==> src/rtl/pipe_hazard_if.sv <==
// Hazard-controller signal bundle: decode/execute/memory hazard inputs and the
// pipeline-register enable, flush and bubble controls driven back to the core.
interface pipe_hazard_if #(
    parameter int CNT_W = 32
);
    logic [4:0]       id_Rn;
    logic [4:0]       id_Rm;
    logic             id_uses_rn;
    logic             id_uses_rm;
    logic             ex_read_en;
    logic [4:0]       ex_Rd;
    logic             mem_access;
    logic             br_taken;
    logic             pc_we;
    logic             ifid_we;
    logic             ifid_flush;
    logic             idex_bubble;
    logic             back_we;
    logic [CNT_W-1:0] stall_cnt;

    // Controller side: consumes hazard info, produces pipeline controls
    modport master (
        input  id_Rn, id_Rm, id_uses_rn, id_uses_rm, ex_read_en, ex_Rd,
               mem_access, br_taken,
        output pc_we, ifid_we, ifid_flush, idex_bubble, back_we, stall_cnt
    );

    // Pipeline side: supplies hazard info, obeys the controls
    modport slave (
        output id_Rn, id_Rm, id_uses_rn, id_uses_rm, ex_read_en, ex_Rd,
               mem_access, br_taken,
        input  pc_we, ifid_we, ifid_flush, idex_bubble, back_we, stall_cnt
    );
endinterface

==> src/rtl/pipe_hazard_ctrl.sv <==
// Stall/flush/bubble sequencer for the five-stage pipe: load-use bubbles, taken
// branch flushes and whole-pipe freezes during multi-cycle data-memory accesses.
module pipe_hazard_ctrl #(
    parameter int MEM_LAT = 2,
    parameter int CNT_W   = 32
) (
    input  logic          clk,
    input  logic          reset,
    pipe_hazard_if.master hz
);
    localparam int WAIT_W    = $clog2(MEM_LAT) + 1;
    localparam bit MEM_MULTI = (MEM_LAT > 1);
    // The access cycle itself is the first freeze cycle, so MEMWAIT holds MEM_LAT-2 more.
    localparam bit GO_WAIT   = (MEM_LAT > 2);
    localparam int WAIT_LOAD = (MEM_LAT > 3) ? (MEM_LAT - 3) : 0;
    localparam logic [WAIT_W-1:0] WAIT_INIT = WAIT_W'(WAIT_LOAD);
    localparam logic [WAIT_W-1:0] WAIT_ONE  = WAIT_W'(1);
    localparam logic [CNT_W-1:0]  CNT_ONE   = CNT_W'(1);
    localparam logic [CNT_W-1:0]  CNT_MAX   = {CNT_W{1'b1}};

    typedef enum logic [0:0] {
        RUN     = 1'b0,
        MEMWAIT = 1'b1
    } state_t;

    state_t             state_r;
    state_t             state_nxt_s;
    logic [WAIT_W-1:0]  wait_cnt_r;
    logic [WAIT_W-1:0]  wait_nxt_s;
    logic               armed_r;
    logic [CNT_W-1:0]   stall_cnt_r;

    logic lu_hazard_s;
    logic mem_start_s;
    logic pc_we_s;
    logic ifid_we_s;
    logic ifid_flush_s;
    logic idex_bubble_s;
    logic back_we_s;

    // Load-use detection; XZR never carries a real dependency
    always_comb begin
        lu_hazard_s = hz.ex_read_en && (hz.ex_Rd != 5'd31) &&
                      ((hz.id_uses_rn && (hz.id_Rn == hz.ex_Rd)) ||
                       (hz.id_uses_rm && (hz.id_Rm == hz.ex_Rd)));
        mem_start_s = MEM_MULTI && (state_r == RUN) && hz.mem_access && !armed_r;
    end

    // Next-state and pipeline control decode
    always_comb begin
        state_nxt_s   = state_r;
        wait_nxt_s    = wait_cnt_r;
        pc_we_s       = 1'b1;
        ifid_we_s     = 1'b1;
        ifid_flush_s  = 1'b0;
        idex_bubble_s = 1'b0;
        back_we_s     = 1'b1;
        case (state_r)
            RUN: begin
                if (mem_start_s) begin
                    pc_we_s   = 1'b0;
                    ifid_we_s = 1'b0;
                    back_we_s = 1'b0;
                    if (GO_WAIT) begin
                        state_nxt_s = MEMWAIT;
                        wait_nxt_s  = WAIT_INIT;
                    end else begin
                        state_nxt_s = RUN;
                    end
                end else if (lu_hazard_s) begin
                    // Branch in ID is held and re-resolved next cycle
                    pc_we_s       = 1'b0;
                    ifid_we_s     = 1'b0;
                    idex_bubble_s = 1'b1;
                end else if (hz.br_taken) begin
                    ifid_flush_s = 1'b1;
                end else begin
                    state_nxt_s = RUN;
                end
            end
            MEMWAIT: begin
                pc_we_s   = 1'b0;
                ifid_we_s = 1'b0;
                back_we_s = 1'b0;
                if (wait_cnt_r == {WAIT_W{1'b0}}) begin
                    state_nxt_s = RUN;
                end else begin
                    wait_nxt_s = wait_cnt_r - WAIT_ONE;
                end
            end
            default: begin
                state_nxt_s = RUN;
                wait_nxt_s  = {WAIT_W{1'b0}};
            end
        endcase
    end

    // State, wait counter, re-entry guard and saturating stall counter
    always_ff @(posedge clk or negedge reset) begin
        if (!reset) begin
            state_r     <= RUN;
            wait_cnt_r  <= {WAIT_W{1'b0}};
            armed_r     <= 1'b0;
            stall_cnt_r <= {CNT_W{1'b0}};
        end else begin
            state_r    <= state_nxt_s;
            wait_cnt_r <= wait_nxt_s;
            // Guard stays up until MEM/WB advances past the serviced access
            if (mem_start_s) begin
                armed_r <= 1'b1;
            end else if (back_we_s) begin
                armed_r <= 1'b0;
            end else begin
                armed_r <= armed_r;
            end
            if (!pc_we_s && (stall_cnt_r != CNT_MAX)) begin
                stall_cnt_r <= stall_cnt_r + CNT_ONE;
            end else begin
                stall_cnt_r <= stall_cnt_r;
            end
        end
    end

    assign hz.pc_we       = reset ? pc_we_s       : 1'b1;
    assign hz.ifid_we     = reset ? ifid_we_s     : 1'b1;
    assign hz.ifid_flush  = reset ? ifid_flush_s  : 1'b0;
    assign hz.idex_bubble = reset ? idex_bubble_s : 1'b0;
    assign hz.back_we     = reset ? back_we_s     : 1'b1;
    assign hz.stall_cnt   = stall_cnt_r;
endmodule

==> src/flat_wrapper.sv <==
// flat-port wrapper written by rule: the top's interface ports become plain ports
module pipe_hazard_ctrl_flat 
#(
    parameter int MEM_LAT = 2,
    parameter int CNT_W   = 32
)
  (clk, reset, hz_id_Rn, hz_id_Rm, hz_id_uses_rn, hz_id_uses_rm, hz_ex_read_en, hz_ex_Rd, hz_mem_access, hz_br_taken, hz_pc_we, hz_ifid_we, hz_ifid_flush, hz_idex_bubble, hz_back_we, hz_stall_cnt);
  pipe_hazard_if #(.CNT_W(CNT_W)) hz_i ();
  input  logic clk;
  input  logic reset;
  input wire logic [$bits(hz_i.id_Rn)-1:0] hz_id_Rn;
  input wire logic [$bits(hz_i.id_Rm)-1:0] hz_id_Rm;
  input wire logic [$bits(hz_i.id_uses_rn)-1:0] hz_id_uses_rn;
  input wire logic [$bits(hz_i.id_uses_rm)-1:0] hz_id_uses_rm;
  input wire logic [$bits(hz_i.ex_read_en)-1:0] hz_ex_read_en;
  input wire logic [$bits(hz_i.ex_Rd)-1:0] hz_ex_Rd;
  input wire logic [$bits(hz_i.mem_access)-1:0] hz_mem_access;
  input wire logic [$bits(hz_i.br_taken)-1:0] hz_br_taken;
  output wire logic [$bits(hz_i.pc_we)-1:0] hz_pc_we;
  output wire logic [$bits(hz_i.ifid_we)-1:0] hz_ifid_we;
  output wire logic [$bits(hz_i.ifid_flush)-1:0] hz_ifid_flush;
  output wire logic [$bits(hz_i.idex_bubble)-1:0] hz_idex_bubble;
  output wire logic [$bits(hz_i.back_we)-1:0] hz_back_we;
  output wire logic [$bits(hz_i.stall_cnt)-1:0] hz_stall_cnt;
  assign hz_i.id_Rn = hz_id_Rn;
  assign hz_i.id_Rm = hz_id_Rm;
  assign hz_i.id_uses_rn = hz_id_uses_rn;
  assign hz_i.id_uses_rm = hz_id_uses_rm;
  assign hz_i.ex_read_en = hz_ex_read_en;
  assign hz_i.ex_Rd = hz_ex_Rd;
  assign hz_i.mem_access = hz_mem_access;
  assign hz_i.br_taken = hz_br_taken;
  assign hz_pc_we = hz_i.pc_we;
  assign hz_ifid_we = hz_i.ifid_we;
  assign hz_ifid_flush = hz_i.ifid_flush;
  assign hz_idex_bubble = hz_i.idex_bubble;
  assign hz_back_we = hz_i.back_we;
  assign hz_stall_cnt = hz_i.stall_cnt;
  pipe_hazard_ctrl #(.MEM_LAT(MEM_LAT), .CNT_W(CNT_W)) u_core (.clk(clk), .reset(reset), .hz(hz_i));
endmodule
==> config.mk <==
export PLATFORM = sky130hd
export DESIGN_NAME = pipe_hazard_ctrl_flat
export DESIGN_NICKNAME = d
export VERILOG_FILES = /design/src/rtl/pipe_hazard_if.sv /design/src/rtl/pipe_hazard_ctrl.sv /design/src/flat_wrapper.sv
export SDC_FILE = /design/constraint.sdc
export NUM_CORES = 1
export LEC_CHECK = 0
export ABC_CLOCK_PERIOD_IN_PS = 3700
export CAP_MARGIN = 20
export CORE_MARGIN = 2
export CORE_UTILIZATION = 50
export CTS_CLUSTER_DIAMETER = 80
export CTS_CLUSTER_SIZE = 20
export DETAILED_ROUTE_END_ITERATION = 16
export PLACE_DENSITY = 0.9
export SLEW_MARGIN = 20
export SYNTH_ARGS = -nofsm -noshare
export SYNTH_HDL_FRONTEND = slang
export SYNTH_SLANG_ARGS = --single-unit
==> constraint.sdc <==
create_clock -name clk -period 3.7 [get_ports clk]
set_input_delay 0.37 -clock clk [delete_from_list [all_inputs] [get_ports clk]]
set_output_delay 0.37 -clock clk [all_outputs]
set_load 0.01 [all_outputs]
==> results by group <==
Run status
  – Status: completed

Global routing
  – Global-route wire length before repair: 7.57 mm
  – Initial antenna violation count: 0
  – Vias in the first global route: between 1500 and 2000
  – GR Overflow Total: 0
  – Largest net degree at the start of global routing: 33
  – Total GRT Usage: 22.9%

Layout
  – # diodes: 0
  – Commonest non-fill, non-tap cells in the layout: clkdlybuf4s50_1 (57), dfrtp_1 (36), xor2_1 (24)
  – Share of cells above drive strength 1: approximately 7.1%
  – Fin nets: 278
  – Commonest non-fill, non-tap cell in the layout: clkdlybuf4s50_1
  – Final Non-Filler Cells: approximately 300
  – Post-route cell area: between 2000 and 3000 um2
  – Layout area overhead: 37.1%
  – Final Core Density: 71.9%

Place
  – IO buf count: a little under 60
  – Dpl cells: between 200 and 300
  – Pre-CTS WS: between 0.9 and 1 ns
  – Placed inst area: 2570 um2
  – Post-DP HPWL: approximately 3.4 mm
  – GP Congestion: 0.807

Clock tree
  – H-tree levels: 2
  – Clock Latency Late Sink: around 0.29 ns
  – CTS resizes: 0
  – CTS tree: done
  – Clock root buffer: clkbuf_8
  – CTS Buf Count: 5
  – Bufs on Longest Clock Path: 2
  – Post-CTS Setup Bufs: 0
  – Clock Sinks: 36
  – Post-CTS Hold Buffers: 1
  – Reg clk slew, reported paths: roughly 0.060 ns

Logic synthesis
  – Synth cell types: 32
  – Synth Instances: 191
  – Cell area after synthesis: 1950 um2
  – Sequential-to-total area share from yosys stat: 46.2%
  – Synth warn: 0
  – Yosys top cell by area: dfrtp_1
  – Yosys top cell area share: roughly 46%
  – Mean Syn Cell Area: between 10 and 15 um2
  – Top cells by area, synth: dfrtp_1 (46%), xor2_1 (11%), xnor2_1 (8.1%), nand2_1 (4.0%), nor3_1 (3.9%)
  – Synthesized net count: 215
  – Count of state elements after synthesis: 36

Timing
  – Unrepaired setup endpoints after global routing: no
  – Slew HR: around 73%
  – Final Hold Viols: 0
  – Slew Limit Fails: 0
  – Period minus WS final: ~2.6 ns
  – Fmax: ~400 MHz
  – Worst Skew: 0.00877 ns
  – Tcrit/Tclk final: between 60% and 70%
  – Final setup TNS: 0 ns
  – Setup-failing EPs final: 0
  – Worst slew pin tran: 0.402 ns
  – Worst setup margin: approximately 1.1 ns

Setup path
  – CP endpoint kind: output port
  – Crit-path slowest cell: clkdlybuf4s50_1
  – Crit-path max FO: 3
  – Buffers & Inverters on Critical Path: 2
  – CP arrival: between 2 and 2.5 ns
  – WS Path Type: primary input to output port
  – Crit-path leading delay family: buffers and inverters
  – Critical Path Most Common Cell: clkdlybuf4s50_1
  – Crit path cell chain: clkdlybuf4s50_1, nand3_1, o21ai_0, nand2b_1, and4_1, clkdlybuf4s50_1
  – Crit-path max cell delay: between 0.5 and 0.6 ns
  – CP Data Required Time: between 3 and 4 ns
  – Startpoint types: primary input

Min path
  – Hold Path Class: primary input to async pin

Drt
  – Vias: 1638
  – Remaining DRCs: 0
  – Routed Antenna Nets: 0
  – Final WL: 4.56 mm
  – DR WL/cell: 15.1 um
  – Drt pass-1 iters: 4
  – Initial DRC Count: 57
  – Vias per cell: approximately 5.4

Power
  – Static Leak: roughly 0.0011 uW
  – Worst IR Drop VDD: roughly 0.28 mV
  – Pwr per Cell Area: about 430 nW/um2

Die
  – Die Y: ~66 um
  – Die area: 4410 um2
  – # rows: 22
  – Initial core utilization: between 50% and 60%
  – Io pins: around 60
  – Core area: approximately 3700 um2
  – Horiz. Die Dim: around 66 um

Run
  – Max-cap violations: 0
-- worst reg2reg max path, cell delays in order, from the launching register on --
cell and delay (ns):
dfrtp_1 0.45, and4_1 0.27, and4_1 0.24, a32oi_1 0.24, nand2_1 0.29, buf_4 0.30, nor4_1 0.36, xor2_1 0.18
-- metal layers --
| layer | global-route usage (%) | vias up | wire [um] |
|---|---|---|---|
| li1 | - | 781 | - |
| met1 | 27.8 | 802 | 1970 |
| met2 | 39.9 | 49 | 2240 |
| met3 | 6.13 | 6 | 304 |
| met4 | 6.63 | 0 | 53 |
| met5 | 0 | - | 0 |
-- cells by family (layout without fill, tap and decap cells) --
kind of cell,after synthesis,after routing,share of synthesized area [%]
simple gates,90,90,27.7
xor+xnor,42,42,18.9
flops,36,36,46.2
buf+inv,14,78,3.34
compound gates,6,6,1.99
fa+ha+maj,2,2,1.28
mux,1,1,0.578
-- cell type report --
class                      count  area [um2]
timing repair buffer          62         608
sequential                    36         901
clock buffer                   8        90.1
fill                         278        1040
tap                           48        60.1
multi-input combinational    141         982
inverter                       8        30.0
-- sequential cells by signal, summed over array words and instances (netlist names) --
signal,count
u_core.wait_cnt_r,2
u_core.armed_r,1
u_core.state_r,1
u_core.hz.stall_cnt,32
-- path summary, 6_finish.rpt --
kind	cells past startpoint	slack, ns	from	end
setup / recovery	6	1.14	hz_ex_Rd[2]	hz_ifid_flush
hold / removal	2	0.45	reset	u_core.hz.stall_cnt[0]$_DFFE_PN0P_
setup reg to reg	7	1.30	u_core.hz.stall_cnt[20]$_DFFE_PN0P_	u_core.hz.stall_cnt[22]$_DFFE_PN0P_
hold reg to reg	1	0.49	u_core.wait_cnt_r[0]$_DFFE_PN0P_	u_core.wait_cnt_r[0]$_DFFE_PN0P_
max in group asynchronous	3	2.61	reset	u_core.wait_cnt_r[1]$_DFFE_PN0P_
min in group clk	1	0.49	u_core.wait_cnt_r[0]$_DFFE_PN0P_	u_core.wait_cnt_r[0]$_DFFE_PN0P_
-- power by group --
| part | switching, uW | internal (uW) | leakage, uW | total, uW |
|---|---|---|---|---|
| Combinational | 137 | 193 | 0.000627 | 330 |
| Clock | 130 | 152 | 0.0000455 | 282 |
| Sequential | 90.4 | 455 | 0.000440 | 545 |
-- per-stage QoR --
| step | power [uW] | hold slack, ns |
|---|---|---|
| final | 1160 | 0.453 |
| after floorplan | 681 | 0.0744 |
| after detailed placement | 877 | 0.217 |
| after global placement | 866 | 0.212 |
| after global routing | 1220 | 0.469 |
| after CTS | 1160 | 0.445 |
-- cell usage after synthesis, drive strengths merged --
cell type  count
xor2          24
o21ai          3
nand4          6
nor2           7
inv            8
nor2b          2
dfrtp         36
a32oi          1
buf            3
and2           1
or4            1
and3           3
nand2b         4
xnor2         18
nor4           8
or3            3
and4           6
nand3         13
nor3          15
mux2           1
o22ai          1
clkbuf         3
o221ai         1
nand2         21
ha             2
(Power assumes the default switching activity.)
